$ cat config.mk
export PLATFORM = sky130hd
export DESIGN_NAME = mrx_sync_ctrl
export DESIGN_NICKNAME = d
export VERILOG_FILES = /design/src/rtl/mrx_sync_ctrl.sv
export SDC_FILE = /design/constraint.sdc
export NUM_CORES = 1
export LEC_CHECK = 0
export ABC_AREA = 1
export CORE_MARGIN = 2
export CORE_UTILIZATION = 55
export DETAILED_ROUTE_END_ITERATION = 10
export PLACE_DENSITY_LB_ADDON = 0.2
export SLEW_MARGIN = 5
export SYNTH_ARGS = -nofsm -noshare
export SYNTH_HDL_FRONTEND = slang
export SYNTH_SLANG_ARGS = --single-unit
$ cat constraint.sdc
create_clock -name PCK -period 4.09 [get_ports PCK]
set_input_delay 0.818 -clock PCK [delete_from_list [all_inputs] [get_ports PCK]]
set_output_delay 0.818 -clock PCK [all_outputs]
set_load 0.02 [all_outputs]
$ cat src/rtl/mrx_sync_ctrl.sv
// MIPI RX frame sync controller: clears the receiver, searches for frame starts, tracks and locks.
// Optional flywheel resync pulses on LOCKED timeouts are enabled by defining MRX_SYNC_FLYWHEEL_EN.
module mrx_sync_ctrl #(
    parameter int CLR_LEN = 16,
    parameter int LOCK_N  = 3,
    parameter int LOSS_N  = 2,
    parameter int TOL     = 64
) (
    input  logic        PCK,
    input  logic        RST,
    input  logic        EN,
    input  logic [21:0] FRM_LEN,
    input  logic        MRX_FLAG_RE,
    input  logic        ERR_CLR,
    output logic        MRX_CLEAR,
    output logic        SYNC_VLOCK,
    output logic        LOCK,
    output logic [2:0]  STATE,
    output logic [7:0]  ERR_CNT
);

    typedef enum logic [2:0] {
        S_IDLE   = 3'd0,
        S_CLEAR  = 3'd1,
        S_SEARCH = 3'd2,
        S_TRACK  = 3'd3,
        S_LOCKED = 3'd4,
        S_LOST   = 3'd5
    } state_t;

    localparam logic [22:0] TOL_W    = 23'(TOL);
    localparam logic [21:0] RELOAD   = 22'(TOL + 1);
    localparam logic [2:0]  LOCK_W   = 3'(LOCK_N);
    localparam logic [2:0]  LOSS_W   = 3'(LOSS_N);
    localparam logic [7:0]  CLR_LAST = 8'(CLR_LEN - 1);

    state_t      state;
    logic [21:0] pcnt;
    logic [2:0]  good_cnt;
    logic [2:0]  miss_cnt;
    logic [7:0]  clr_cnt;

    logic [22:0] frm_w;
    logic [22:0] win_lo;
    logic [22:0] win_hi;
    logic [22:0] tmo_val;
    logic        pulse;
    logic        timeout;
    logic        good;
    logic        err_evt;
    logic        fly_evt;

    assign frm_w   = {1'b0, FRM_LEN};
    assign win_hi  = frm_w + TOL_W;
    assign win_lo  = (frm_w >= TOL_W) ? (frm_w - TOL_W) : '0;
    assign tmo_val = win_hi + 23'd1;

    // Pulses only count while looking for frames; a pulse always beats a coincident timeout.
    assign pulse   = MRX_FLAG_RE && (state == S_SEARCH || state == S_TRACK || state == S_LOCKED);
    assign timeout = !MRX_FLAG_RE && (state == S_TRACK || state == S_LOCKED)
                     && ({1'b0, pcnt} == tmo_val);
    assign good    = ({1'b0, pcnt} >= win_lo) && ({1'b0, pcnt} <= win_hi);
    assign err_evt = EN && (state == S_TRACK || state == S_LOCKED)
                     && ((pulse && !good) || timeout);

`ifdef MRX_SYNC_FLYWHEEL_EN
    assign fly_evt = EN && (state == S_LOCKED) && timeout;
`else
    assign fly_evt = 1'b0;
`endif

    assign STATE = state;

    always_ff @(posedge PCK) begin
        if (RST) begin
            state      <= S_IDLE;
            MRX_CLEAR  <= 1'b0;
            SYNC_VLOCK <= 1'b0;
            LOCK       <= 1'b0;
            ERR_CNT    <= '0;
            pcnt       <= '0;
            good_cnt   <= '0;
            miss_cnt   <= '0;
            clr_cnt    <= '0;
        end else begin
            SYNC_VLOCK <= fly_evt;

            // Timeout reload keeps the flywheel period equal to the nominal frame length.
            if (pulse)
                pcnt <= 22'd1;
            else if (timeout)
                pcnt <= RELOAD;
            else if (pcnt != '1)
                pcnt <= pcnt + 22'd1;

            if (ERR_CLR)
                ERR_CNT <= '0;
            else if (err_evt && ERR_CNT != 8'hFF)
                ERR_CNT <= ERR_CNT + 8'd1;

            if (!EN) begin
                state     <= S_IDLE;
                MRX_CLEAR <= 1'b0;
                LOCK      <= 1'b0;
                good_cnt  <= '0;
                miss_cnt  <= '0;
                clr_cnt   <= '0;
            end else begin
                case (state)
                    S_IDLE: begin
                        state     <= S_CLEAR;
                        MRX_CLEAR <= 1'b1;
                        clr_cnt   <= '0;
                    end
                    S_CLEAR: begin
                        if (clr_cnt == CLR_LAST) begin
                            state     <= S_SEARCH;
                            MRX_CLEAR <= 1'b0;
                            clr_cnt   <= '0;
                        end else begin
                            clr_cnt <= clr_cnt + 8'd1;
                        end
                    end
                    S_SEARCH: begin
                        if (pulse) begin
                            state    <= S_TRACK;
                            good_cnt <= '0;
                        end
                    end
                    S_TRACK: begin
                        if (pulse && good) begin
                            good_cnt <= good_cnt + 3'd1;
                            if (good_cnt + 3'd1 == LOCK_W) begin
                                state    <= S_LOCKED;
                                LOCK     <= 1'b1;
                                miss_cnt <= '0;
                            end
                        end else if (pulse) begin
                            good_cnt <= '0;
                        end else if (timeout) begin
                            state <= S_SEARCH;
                        end
                    end
                    S_LOCKED: begin
                        if (pulse && good) begin
                            miss_cnt <= '0;
                        end else if (pulse || timeout) begin
                            miss_cnt <= miss_cnt + 3'd1;
                            if (miss_cnt + 3'd1 == LOSS_W) begin
                                state <= S_LOST;
                                LOCK  <= 1'b0;
                            end
                        end
                    end
                    S_LOST: begin
                        state     <= S_CLEAR;
                        MRX_CLEAR <= 1'b1;
                        clr_cnt   <= '0;
                    end
                    default: begin
                        state     <= S_IDLE;
                        MRX_CLEAR <= 1'b0;
                        LOCK      <= 1'b0;
                    end
                endcase
            end
        end
    end

endmodule

==> results.md, run 1 <==
- The total count of max-transition violations in the final report is 0.
- Counting distinct cell types in the post-synthesis netlist gives 49.
- The number of buffers between clock root and the deepest sink is 2.
- The initial utilization of the core area, before any placement, comes to 0.565.
- Of all nets on the critical path, the largest fanout is 4.
- The clock transition at the register clock pins on the worst setup and hold paths after CTS is 90 ps.
- The number of nets produced by synthesis is 980.
- Dividing total power by cell area gives a power density of 160 mW/mm2.
- The worst clock skew is 8.15 ps.
- Setup violations remaining at the end of the flow were counted as 0.
- The type of origin of the critical path is a primary input.
- The number of hold violations in the final report is 0.
- In the synthesized netlist the dominant register cell turns out to be sky130_fd_sc_hd__dfxtp_1.
- The final layout contains routed wiring with a total length of 15.1 mm.
- The synthesis warning total is 0.
- After floorplanning, the core was sized to cover 0.00977 mm2.
- The gate count after technology mapping is 896.
- The TritonCTS clock tree is done.
- Averaged over all synthesized cells, the footprint is 6.17 um2.
- The routability congestion estimate from global placement is 0.922.
- The pin count of the biggest net entering global routing is 21.
- The DRC violations left is 0.
- For this run, the detailed router's first-pass iteration total came to 5.
- During I/O placement, the number of pins put on the boundary was 41.
- The class of the tightest hold or removal check is reg -> reg.
- The clock latency of the later-clocked register in the worst-skew pair is 300 ps.
- The portion of the clock cycle consumed by the worst path in the final layout is 0.962.
- For this run, the register share of the synthesized area comes to 0.177.
- The via count of the first global-routing pass came to 5488.
- The most frequent standard cell in the layout excluding fill and tap cells is sky130_fd_sc_hd__nand2_1.
- The count of buffers inserted at the top-level ports is 39.
- The area of the die is 0.0109 mm2.
- The count of cells along the worst register-to-register path is 21.
- The first global-routing pass estimated 25.4 mm of wire.
- The async set or reset register ratio after synthesis is 0.
- For this design, the CTS-stage hold fixing added 0 buffers.
- The half-perimeter wire length after placement is 12.1 mm.
- The static leakage is 3.31 nW.
- The data required time of the critical path is 4330 ps.
- The fraction of layout cells with a size suffix above 1 is 0.176.
- Derived from the worst setup path, the maximum achievable clock frequency is 254 MHz.
- At the placement stage, the worst setup path has a slack of -357 ps.
- The worst endpoint data arrival time is 4170 ps.
- The transition at the pin with the smallest max-transition slack is 662 ps.
- In this run, synthesis produced a sequential element count of 49.
- Dividing the detail-routed via count by the number of cells gives 5.35.
- CTS built an H-tree with a depth of 2.
- The slack of the worst reg-to-reg path is 1170 ps.
- The overall track demand over capacity in global routing is 0.276.
- In this run the cell area of the synthesized design comes to 0.00553 mm2.
- Max-cap violations in this run came to 0.
- Global routing finished with a remaining overflow of 0.
- The overall via count from detail_route is 6198.
- Leaving out fill and tap cells, the most frequent cells in the layout are 223 x sky130_fd_sc_hd__nand2_1, 113 x sky130_fd_sc_hd__inv_1, 98 x sky130_fd_sc_hd__nor2_1.
- The flow ran to the end, and the final reports show no timing, DRC or antenna violations.
- The setup total negative slack is 0 ps.
- Counting flops with a built-in enable in the synthesized netlist gives 0.
- The root buffer cell is sky130_fd_sc_hd__clkbuf_8.
- Counting the buffers created by CTS gives 5.
- Counting every sink on the clock net gives 49.
- For the finished layout, the period the worst path requires is 3930 ps.
- The die extent in y is 104 um.
- The hold path startpoint is LOCK.
- In this run the remaining antenna-violating nets after routing total 0.
- After detailed routing, the average wire length per cell comes to 13.1 um.
- Setup slack on the critical path of the routed design comes to 155 ps.
- The initial antenna violation count was 0.
- The total of fill cells in the finished design is 876.
- The layout-stage area growth over the synthesis result is 26.4%.
- The net total in the final layout is 1110.
- The antenna diode instance count is 0.
- The number of DRC violations after detailed-routing iteration 0 is 380.
- The critical path is of the in -> reg type.
- The worst register-to-register path begins at pcnt[0].
- The floorplan has 36 rows.
- The endpoint identified for the worst register-to-register timing path is miss_cnt[1].
- VDD sags by at most 0.159 mV.
- The instance count along the most critical hold path is 2.
- The worst hold path terminates at LOCK.
- The horizontal die dimension is 104 um.
- Measured against its own limit, the worst slew margin works out to 0.555.
- The kind of capture point of the worst setup path is a flop.
==> state kept, by name (all words and copies together), names as in the netlist <==
signal	flops
good_cnt	3
clr_cnt	8
STATE	3
miss_cnt	3
MRX_CLEAR	1
ERR_CNT	8
pcnt	22
LOCK	1
==> final cells by class <==
class	instances	area, um2	area share
Clock buffer	5	68.8	0.00985
Clock inverter	1	5.00	0.000716
Inverter	124	470	0.0673
Multi-Input combinational cell	714	4160	0.596
Sequential cell	49	981	0.140
Tap cell	133	166	0.0238
Timing Repair Buffer	132	1130	0.162
==> where the power goes <==
group / switching, mW / internal [mW]
Combinational: 0.197 / 0.153
Sequential: 0.0111 / 0.483
Clock: 0.162 / 0.113
Total: 0.370 / 0.749
==> stage by stage <==
step	power (mW)	utilization	instances	hold slack [ps]	area, um2
after floorplan	0.697	-	896	450	5530
final	1.12	0.715	1158	489	6990
after global placement	0.838	0.686	1145	453	6700
after detailed placement	0.841	0.686	1145	462	6700
after CTS	1.11	0.694	1152	482	6780
after global routing	1.18	0.715	1158	500	6990
==> timing repair <==
item / 4_1_cts / 5_1_grt
buffers inserted: 1 / 6
resized for setup: 0 / 51
pin swaps: 0 / 13
endpoints found under the hold margin: 0 / 0
setup endpoints to repair: 3 / 16
==> per-layer routing <==
| layer | wire (um) | share of wire | track usage |
|---|---|---|---|
| met5 | 0 | 0 | 0 |
| met4 | 130 | 0.0086 | 0.0473 |
| met1 | 7340 | 0.49 | 0.398 |
| met3 | 799 | 0.053 | 0.0307 |
| met2 | 6850 | 0.45 | 0.450 |
==> worst max-delay path, cell delays in order <==
cell and delay (ps):
sky130_fd_sc_hd__clkdlybuf4s50_1 410, sky130_fd_sc_hd__inv_1 90, sky130_fd_sc_hd__ha_1 150, sky130_fd_sc_hd__nand3_1 110, sky130_fd_sc_hd__nor2_2 170, sky130_fd_sc_hd__nand3_2 140
sky130_fd_sc_hd__nand2_4 120, sky130_fd_sc_hd__o21ai_0 90, sky130_fd_sc_hd__a21o_1 160, sky130_fd_sc_hd__ha_1 280, sky130_fd_sc_hd__nand2_1 70, sky130_fd_sc_hd__nor2_2 130
sky130_fd_sc_hd__nand4_1 90, sky130_fd_sc_hd__o31ai_1 250, sky130_fd_sc_hd__nand2_1 90, sky130_fd_sc_hd__nand3_2 100, sky130_fd_sc_hd__buf_4 110, sky130_fd_sc_hd__nand3_2 90
sky130_fd_sc_hd__nand2_2 90, sky130_fd_sc_hd__inv_2 60, sky130_fd_sc_hd__nor3_1 130, sky130_fd_sc_hd__nand2_1 180, sky130_fd_sc_hd__inv_2 110, sky130_fd_sc_hd__o21ai_1 60
sky130_fd_sc_hd__nor2_1 90
==> cells by family after synthesis <==
logic type               share of synthesized area
flip-flops                                   0.177
AND/OR/NAND/NOR                              0.422
adder cells (fa/ha/maj)                      0.129
XOR/XNOR                                    0.0555
other                                     0.000679
AO/OA/AOI/OAI                                0.121
buffers and inverters                       0.0940
==> how the worst max path moves through the flow <==
stage | startpoint | endpoint | cells after the start | slack [ps]
after floorplan | FRM_LEN[18] | ERR_CNT[3] | 20 | 450
after global placement | FRM_LEN[6] | miss_cnt[1] | 23 | -230
after detailed placement | FRM_LEN[6] | miss_cnt[2] | 23 | -360
after CTS | FRM_LEN[0] | ERR_CNT[2] | 23 | 5
after global routing | FRM_LEN[11] | miss_cnt[1] | 24 | -60
final | FRM_LEN[1] | miss_cnt[1] | 25 | 160
==> synthesized netlist by cell type, types with 5 or more instances <==
cell                         n  area share
sky130_fd_sc_hd__nor2_1    112       0.076
sky130_fd_sc_hd__nand2_2     9       0.010
sky130_fd_sc_hd__xnor2_1     6      0.0095
sky130_fd_sc_hd__nor3_1     25       0.023
sky130_fd_sc_hd__o21ai_1     6      0.0054
sky130_fd_sc_hd__nand3_1    62       0.056
sky130_fd_sc_hd__inv_1     117       0.079
sky130_fd_sc_hd__nand4_1    30       0.034
sky130_fd_sc_hd__nor2_4      8       0.016
sky130_fd_sc_hd__dfxtp_1    49        0.18
sky130_fd_sc_hd__nor4_1      5      0.0057
sky130_fd_sc_hd__a21oi_1    47       0.043
sky130_fd_sc_hd__inv_2       5      0.0034
sky130_fd_sc_hd__ha_1       57        0.13
sky130_fd_sc_hd__nand3_2     5      0.0091
sky130_fd_sc_hd__nand2_1   226        0.15
sky130_fd_sc_hd__xor2_1     29       0.046
sky130_fd_sc_hd__nor2_2      6      0.0068
sky130_fd_sc_hd__nand3b_1    6      0.0081
sky130_fd_sc_hd__o21ai_0    39       0.035
(Power assumes the default switching activity.)
==> inputs of run 2 (changes only) <==
--- a/config.mk
+++ b/config.mk
@@ -10,6 +10,7 @@
 export CORE_UTILIZATION = 55
 export DETAILED_ROUTE_END_ITERATION = 10
 export PLACE_DENSITY_LB_ADDON = 0.2
+export RECOVER_POWER = 25
 export SLEW_MARGIN = 5
 export SYNTH_ARGS = -nofsm -noshare
 export SYNTH_HDL_FRONTEND = slang
==> results.md, run 2 (same netlist as run 1, synthesis figures left out) <==
- The number of hold violations in the final report is 0 (unchanged).
- The final instance area is 0.00699 mm2 (unchanged).
- The worst max-slew margin expressed relative to the limit came to 0.570 (+0.0148).
- The post-route non-filler standard cell count is 1158 (unchanged).
- The total I/O pin count came to 41 (unchanged).
- The post-cts hold buffer count is 0 (unchanged).
- The TritonCTS buffer count is 5 (unchanged).
- The net total in the final layout is 1110 (unchanged).
- The type of origin of the critical path is a primary input.
- The overall power came to 1.12 mW (-0.11%).
- The register with the most flip-flops is pcnt.
- The number of buffers between clock root and the deepest sink is 2 (unchanged).
- The worst slack at placement is -357 ps (unchanged).
- The critical path start-end classification is in -> reg.
- The data required time of the critical path was 4330 ps (about the same).
- The top cell types in the final layout, fill and taps aside, are 223 x sky130_fd_sc_hd__nand2_1, 113 x sky130_fd_sc_hd__inv_1, 98 x sky130_fd_sc_hd__nor2_1.
- The half-perimeter wire length after placement is 12.1 mm (unchanged).
- The routed via count divided by cell count is 5.37 (+0.31%).
- The count of buffers inserted at the top-level ports is 39 (unchanged).
- The max capacitance violation total is 0 (unchanged).
- The post-detailed-route wirelength per cell is 13.1 um (about the same).
- The total congestion overflow after global routing was 0 (unchanged).
- The ratio of total power to cell area is 160 mW/mm2 (-0.11%).
- The DRC violations left is 0 (unchanged).
- The post-layout worst setup margin is 149 ps (-5.98 ps).
- The die extent in y is 104 um (unchanged).
- The routability congestion estimate from global placement is 0.922 (unchanged).
- The remaining antenna violation count after routing is 0 (unchanged).
- The total of endpoints with negative setup slack in the final report came to 0 (unchanged).
- The layout-stage area growth over the synthesis result came to 26.4% (unchanged).
- The area of the die is 0.0109 mm2 (unchanged).
- The run finished with clean final reports.
- Among cell families on the critical path, the largest total delay comes from simple AND/OR/NAND/NOR gates.
- The core area is 0.00977 mm2 (unchanged).
- The shortest period the worst path allows is 3940 ps (+5.97 ps).
- The root buffer cell is sky130_fd_sc_hd__clkbuf_8.
- The flip-flop count of the largest register, all copies and words added is 22 (unchanged).
- The static leakage is 3.33 nW (+0.51%).
- The effective utilization at floorplan came to 0.565 (unchanged).
- The clock latency of the later-clocked register in the worst-skew pair is 300 ps (about the same).
- The clock transition at the register clock pins on the worst setup and hold paths after CTS came to 90 ps (about the same).
- The portion of the clock cycle consumed by the worst path in the final layout is 0.963 (+0.00146).
- Leaving out fill and tap cells, the most frequent cell in the layout is sky130_fd_sc_hd__nand2_1.
- The aggregate routed wire length is 15.1 mm (about the same).
- The instance area after placement is 0.00670 mm2 (unchanged).
- The wire length of the first global-routing pass was 25.4 mm (unchanged).
- The placed instance count is 1145 (unchanged).
- The number of rows created at floorplan is 36 (unchanged).
- TritonCTS built the clock tree.
- The antenna diode instance count is 0 (unchanged).
- The transition at the pin with the smallest max-transition slack is 640 ps (-22.1 ps).
- The CTS sink count came to 49 (unchanged).
- The via count of the first global-routing pass came to 5488 (unchanged).
- The worst hold slack is 486 ps (-3.42 ps).
- The worst clock skew was 8.95 ps (+0.797 ps).
- The pin count of the biggest net entering global routing is 21 (unchanged).
- The kind of capture point of the worst setup path is a flop.
- The fraction of layout cells with a size suffix above 1 is 0.176 (unchanged).
- The class of the tightest hold or removal check is reg -> reg.
- The total count of max-transition violations in the final report is 0 (unchanged).
- The total of fill cells in the finished design is 876 (unchanged).
- The buffering stage count on the worst path with inverters included came to 5 (unchanged).
- The worst endpoint data arrival time was 4180 ps (about the same).
- The length of the first detailed-routing pass in iterations is 5 (unchanged).
- The maximum cell stage delay along the critical path is 410 ps (about the same).
- The highest attainable clock frequency is 254 MHz (-0.15%).
- The largest registers in the layout are pcnt (22), ERR_CNT (8), clr_cnt (8).
- The overall via count from detail_route is 6217 (+0.31%).
- The slowest stage of the critical path is the sky130_fd_sc_hd__clkdlybuf4s50_1 cell.
- The maximum fanout along the worst path is 4 (unchanged).
- The initial antenna violation count is 0 (unchanged).
- The worst supply voltage drop on vdd is 0.159 mV (-0.13%).
- The overall track demand over capacity in global routing is 0.276 (unchanged).
- The horizontal die dimension is 104 um (unchanged).
- The number of DRC violations after detailed-routing iteration 0 is 380 (unchanged).
- The count of H-tree levels built during CTS is 2 (unchanged).
run 2: changes by cell type in the layout (fill, tap and decap cells not counted), sizes merged:
| cell | before | now |
|---|---|---|
| clkdlybuf4s50 | 31 | 25 |
| dlygate4sd3 | 0 | 6 |
run 2: repair_timing:
item | 4_1_cts | 5_1_grt
pin swaps | 0 | 13
endpoints found under the hold margin | 0 | 0
gates resized for setup | 0 | 51
setup endpoints to repair | 3 | 16
buffers inserted | 1 | 6
run 2: final timing paths:
kind	to	startpoint	slack [ps]	depth (start not counted)
worst min-delay path	LOCK	LOCK	490	2
worst max register to register	miss_cnt[1]	pcnt[0]	1160	21
worst min register to register	LOCK	LOCK	490	2
worst max-delay path	miss_cnt[1]	FRM_LEN[1]	150	25
run 2: where the power goes:
part | total [mW] | switching, mW | internal, mW
Sequential | 0.494 | 0.0111 | 0.483
Clock | 0.275 | 0.162 | 0.113
Combinational | 0.349 | 0.197 | 0.152
run 2: cell type report:
type | count | area, um2 | share of cell area
Clock buffer | 5 | 68.8 | 0.00985
Clock inverter | 1 | 5.00 | 0.000716
Inverter | 124 | 470 | 0.0673
Multi-Input combinational cell | 714 | 4160 | 0.596
Sequential cell | 49 | 981 | 0.140
Tap cell | 133 | 166 | 0.0238
Timing Repair Buffer | 132 | 1130 | 0.162
run 2: through the flow:
stage	utilization	setup TNS, ps
2_1_floorplan	-	0
3_3_place_gp	0.686	-2620
3_5_place_dp	0.686	-4510
4_1_cts	0.694	0
5_1_grt	0.715	-161
6_report	0.715	0
run 2: per-layer routing:
layer,global-route usage,vias to the layer above,share of wire
li1,-,3212,-
met1,0.398,2810,0.49
met2,0.450,180,0.45
met3,0.0307,15,0.054
met4,0.0473,0,0.0091
met5,0,-,0
run 2: worst min-delay path, cell delays in order, from the launching register on:
cell and delay [ps]:
sky130_fd_sc_hd__dfxtp_1 320, sky130_fd_sc_hd__nand2_1 70, sky130_fd_sc_hd__a21oi_1 50
==> inputs of run 3 (changes only) <==
==> constraint.sdc (replaced) <==
create_clock -name PCK -period 5.05 [get_ports PCK]
set_input_delay 1.01 -clock PCK [delete_from_list [all_inputs] [get_ports PCK]]
set_output_delay 1.01 -clock PCK [all_outputs]
set_load 0.02 [all_outputs]
==> results.md, run 3 (same netlist as run 1, synthesis figures left out) <==
- The count of H-tree levels built during CTS is 2 (unchanged).
- The data required time of the critical path is 5250 ps (+920 ps).
- The clock transition at the register clock pins on the worst setup and hold paths after CTS came to 100 ps (about the same).
- The via count of the first global-routing pass is 5205 (-5.2%).
- The worst supply voltage drop on vdd came to 0.146 mV (-7.9%).
- The overall via count from detail_route was 5881 (-5.4%).
- The transition at the pin with the smallest max-transition slack came to 669 ps (+29.6 ps).
- The slowest stage of the critical path belongs to the cell sky130_fd_sc_hd__clkdlybuf4s50_1.
- The number of buffers inserted by post-CTS setup repair came to 0 (-1).
- The flip-flop count of the largest register, all copies and words added is 22 (unchanged).
- The number of DRC violations after detailed-routing iteration 0 was 423 (+11%).
- In the final layout, the registers with the most flip-flops are pcnt (22), ERR_CNT (8), clr_cnt (8).
- The flow ran to the end, and the final reports show no timing, DRC or antenna violations.
- The overall track demand over capacity in global routing was 0.264 (-0.0121).
- The half-perimeter wire length after placement is 11.6 mm (-3.8%).
- The max capacitance violation total is 0 (unchanged).
- The net total in the final layout came to 1027 (-7.5%).
- The signal on the critical path passes through clkdlybuf4s50_1 > nor2_1 > nand3_1 > nor3_1 > nand3_1 > nand2_2 > nand3_1 > ha_1 > nand2_1 > inv_1 > a221oi_1 > o31ai_1 > nand2_1 > nand3_1 > and2_1 > or2_1 > nand2_2 > nand2_4 > nor3b_1 > nor2_1.
- The fraction of layout cells with a size suffix above 1 was 0.0689 (-0.107).
- The TritonCTS buffer count came to 5 (unchanged).
- The class of the tightest hold or removal check is reg -> reg.
- The layout-stage area growth over the synthesis result is 12.6%.
- The switching part of the total is 0.322 (-0.00859).
- The combinational share of power is 0.255 (-0.057).
- The antenna diode instance count is 0 (unchanged).
- The placed instance count is 1069 (-6.6%).
- The total of endpoints with negative setup slack in the final report is 0 (unchanged).
- The number of buffers between clock root and the deepest sink is 2 (unchanged).
- The overall power is 927 uW (-17%).
- The count of buffers inserted at the top-level ports is 39 (unchanged).
- The die extent in y is 104 um (unchanged).
- STA classifies the critical path startpoint as a primary input.
- The critical path is of the in -> reg type.
- The dominant cell type by count on the critical path is sky130_fd_sc_hd__nand3_1.
- The wire length of the first global-routing pass is 24.3 mm (-4.3%).
- The total of fill cells in the finished design is 964 (+10%).
- The clock share of power is 0.313 (+0.067).
- The total I/O pin count is 41 (unchanged).
- The cell-internal power is 628 uW (-16%).
- Broken down by cell family, the worst path's largest delay share belongs to simple AND/OR/NAND/NOR gates.
- The number of rows created at floorplan is 36 (unchanged).
- The area of the die came to 0.0109 mm2 (unchanged).
- The post-cts hold buffer count came to 0 (unchanged).
- The routability congestion estimate from global placement is 0.939 (+1.8%).
- The ratio of total power to cell area came to 149 mW/mm2 (-7.0%).
- The worst hold slack is 471 ps (-15.2 ps).
- The worst clock skew is 7.17 ps (-1.78 ps).
- The maximum cell stage delay along the critical path came to 500 ps (+90 ps).
- The utilization after layout is 0.637 (-0.0778).
- Timing would allow up to 214 MHz.
- The core area is 0.00977 mm2 (unchanged).
- The horizontal die dimension was 104 um (unchanged).
- The post-detailed-route wirelength per cell is 13.2 um (+0.91%).
- The TritonCTS clock tree is done.
- The initial antenna violation count was 0 (unchanged).
- The maximum fanout along the worst path is 15 (+11).
- The CTS sink count was 49 (unchanged).
- The total congestion overflow after global routing is 0 (unchanged).
- The root buffer cell is sky130_fd_sc_hd__clkbuf_8.
- The remaining antenna violation count after routing is 0 (unchanged).
- In the finished design, the share of the clock period the worst path needs comes to 0.926.
- The post-route non-filler standard cell count is 1077 (-7.0%).
- In the layout the commonest cells are 225 x sky130_fd_sc_hd__nand2_1, 117 x sky130_fd_sc_hd__inv_1, 112 x sky130_fd_sc_hd__nor2_1.
- The aggregate routed wire length is 14.2 mm (-6.1%).
- The part of the power in registers came to 0.432 (-0.010).
- The pin count of the biggest net entering global routing is 21 (unchanged).
- The post-cts sizing count is 0 (unchanged).
- The clock latency of the later-clocked register in the worst-skew pair is 310 ps (about the same).
- The routed via count divided by cell count is 5.46 (+1.7%).
- The effective utilization at floorplan is 0.565 (unchanged).
- The number of hold violations in the final report is 0 (unchanged).
- Setup repair after global routing left no endpoint under its margin.
- The worst endpoint data arrival time is 4880 ps (+700 ps).
- The most frequent standard cell in the layout excluding fill and tap cells is sky130_fd_sc_hd__nand2_1.
- The buffering stage count on the worst path with inverters included was 2 (-3).
- The DRC violations left was 0 (unchanged).
- pcnt holds more flip-flops than any other register.
- The total count of max-transition violations in the final report is 0 (unchanged).
- The shortest period the worst path allows is 4680 ps.
- The power spent charging and discharging nets came to 298 uW (-19%).
- The length of the first detailed-routing pass in iterations is 5 (unchanged).
- The static leakage is 2.88 nW (-14%).
- The worst max-slew margin expressed relative to the limit is 0.550 (-0.0199).
- The kind of capture point of the worst setup path is a flop.
==> run 3: changes by cell type in the layout (fill, tap and decap cells not counted), sizes merged <==
cell	previous run	this run
clkdlybuf4s50	25	27
buf	93	10
dlygate4sd3	6	12
bufinv	0	1
clkinvlp	0	1
dlymetal6s2s	8	0
==> run 3: power by group through the flow <==
stage / clock, mW / sequential (mW) / combinational [mW]
detailed placement: 0 / 0.409 / 0.234
global route: 0.308 / 0.401 / 0.267
finish: 0.290 / 0.400 / 0.236
floorplan: 0 / 0.409 / 0.156
global placement: 0 / 0.409 / 0.232
CTS: 0.293 / 0.400 / 0.235
==> run 3: layout make-up <==
type | instances | area (um2) | area share
clock buffers | 5 | 68.8 | 0.0111
clock inverters | 3 | 46.3 | 0.00744
inverters | 124 | 468 | 0.0752
multi-input cells | 714 | 4030 | 0.647
flip-flops and latches | 49 | 981 | 0.158
well taps | 133 | 166 | 0.0267
repair buffers | 49 | 465 | 0.0748
==> run 3: through the flow <==
step | setup WS [ps] | area, um2 | TNS (ps)
floorplan | 1220 | 5530 | 0
global placement | 60.8 | 6110 | 0
detailed placement | -34.1 | 6110 | -34.1
CTS | 287 | 6220 | 0
global route | 31.0 | 6220 | 0
finish | 374 | 6220 | 0
==> run 3: worst paths after layout <==
kind	startpoint	to	slack, ps	cells past startpoint
worst max-delay path	FRM_LEN[18]	ERR_CNT[3]	370	20
worst max register to register	pcnt[0]	ERR_CNT[3]	2270	20
worst min register to register	LOCK	LOCK	470	2
worst min-delay path	LOCK	LOCK	470	2
==> run 3: per-layer routing <==
layer | routed length, um | GRT usage | part of all wire
met1 | 7090 | 0.399 | 0.50
met2 | 6130 | 0.405 | 0.43
met3 | 807 | 0.0294 | 0.057
met4 | 162 | 0.0521 | 0.011
met5 | 0 | 0 | 0
==> run 3: worst min-delay path: stages (launching register included) <==
cell	delay, ps
sky130_fd_sc_hd__dfxtp_1	320
sky130_fd_sc_hd__nand2_1	60
sky130_fd_sc_hd__a21oi_1	50
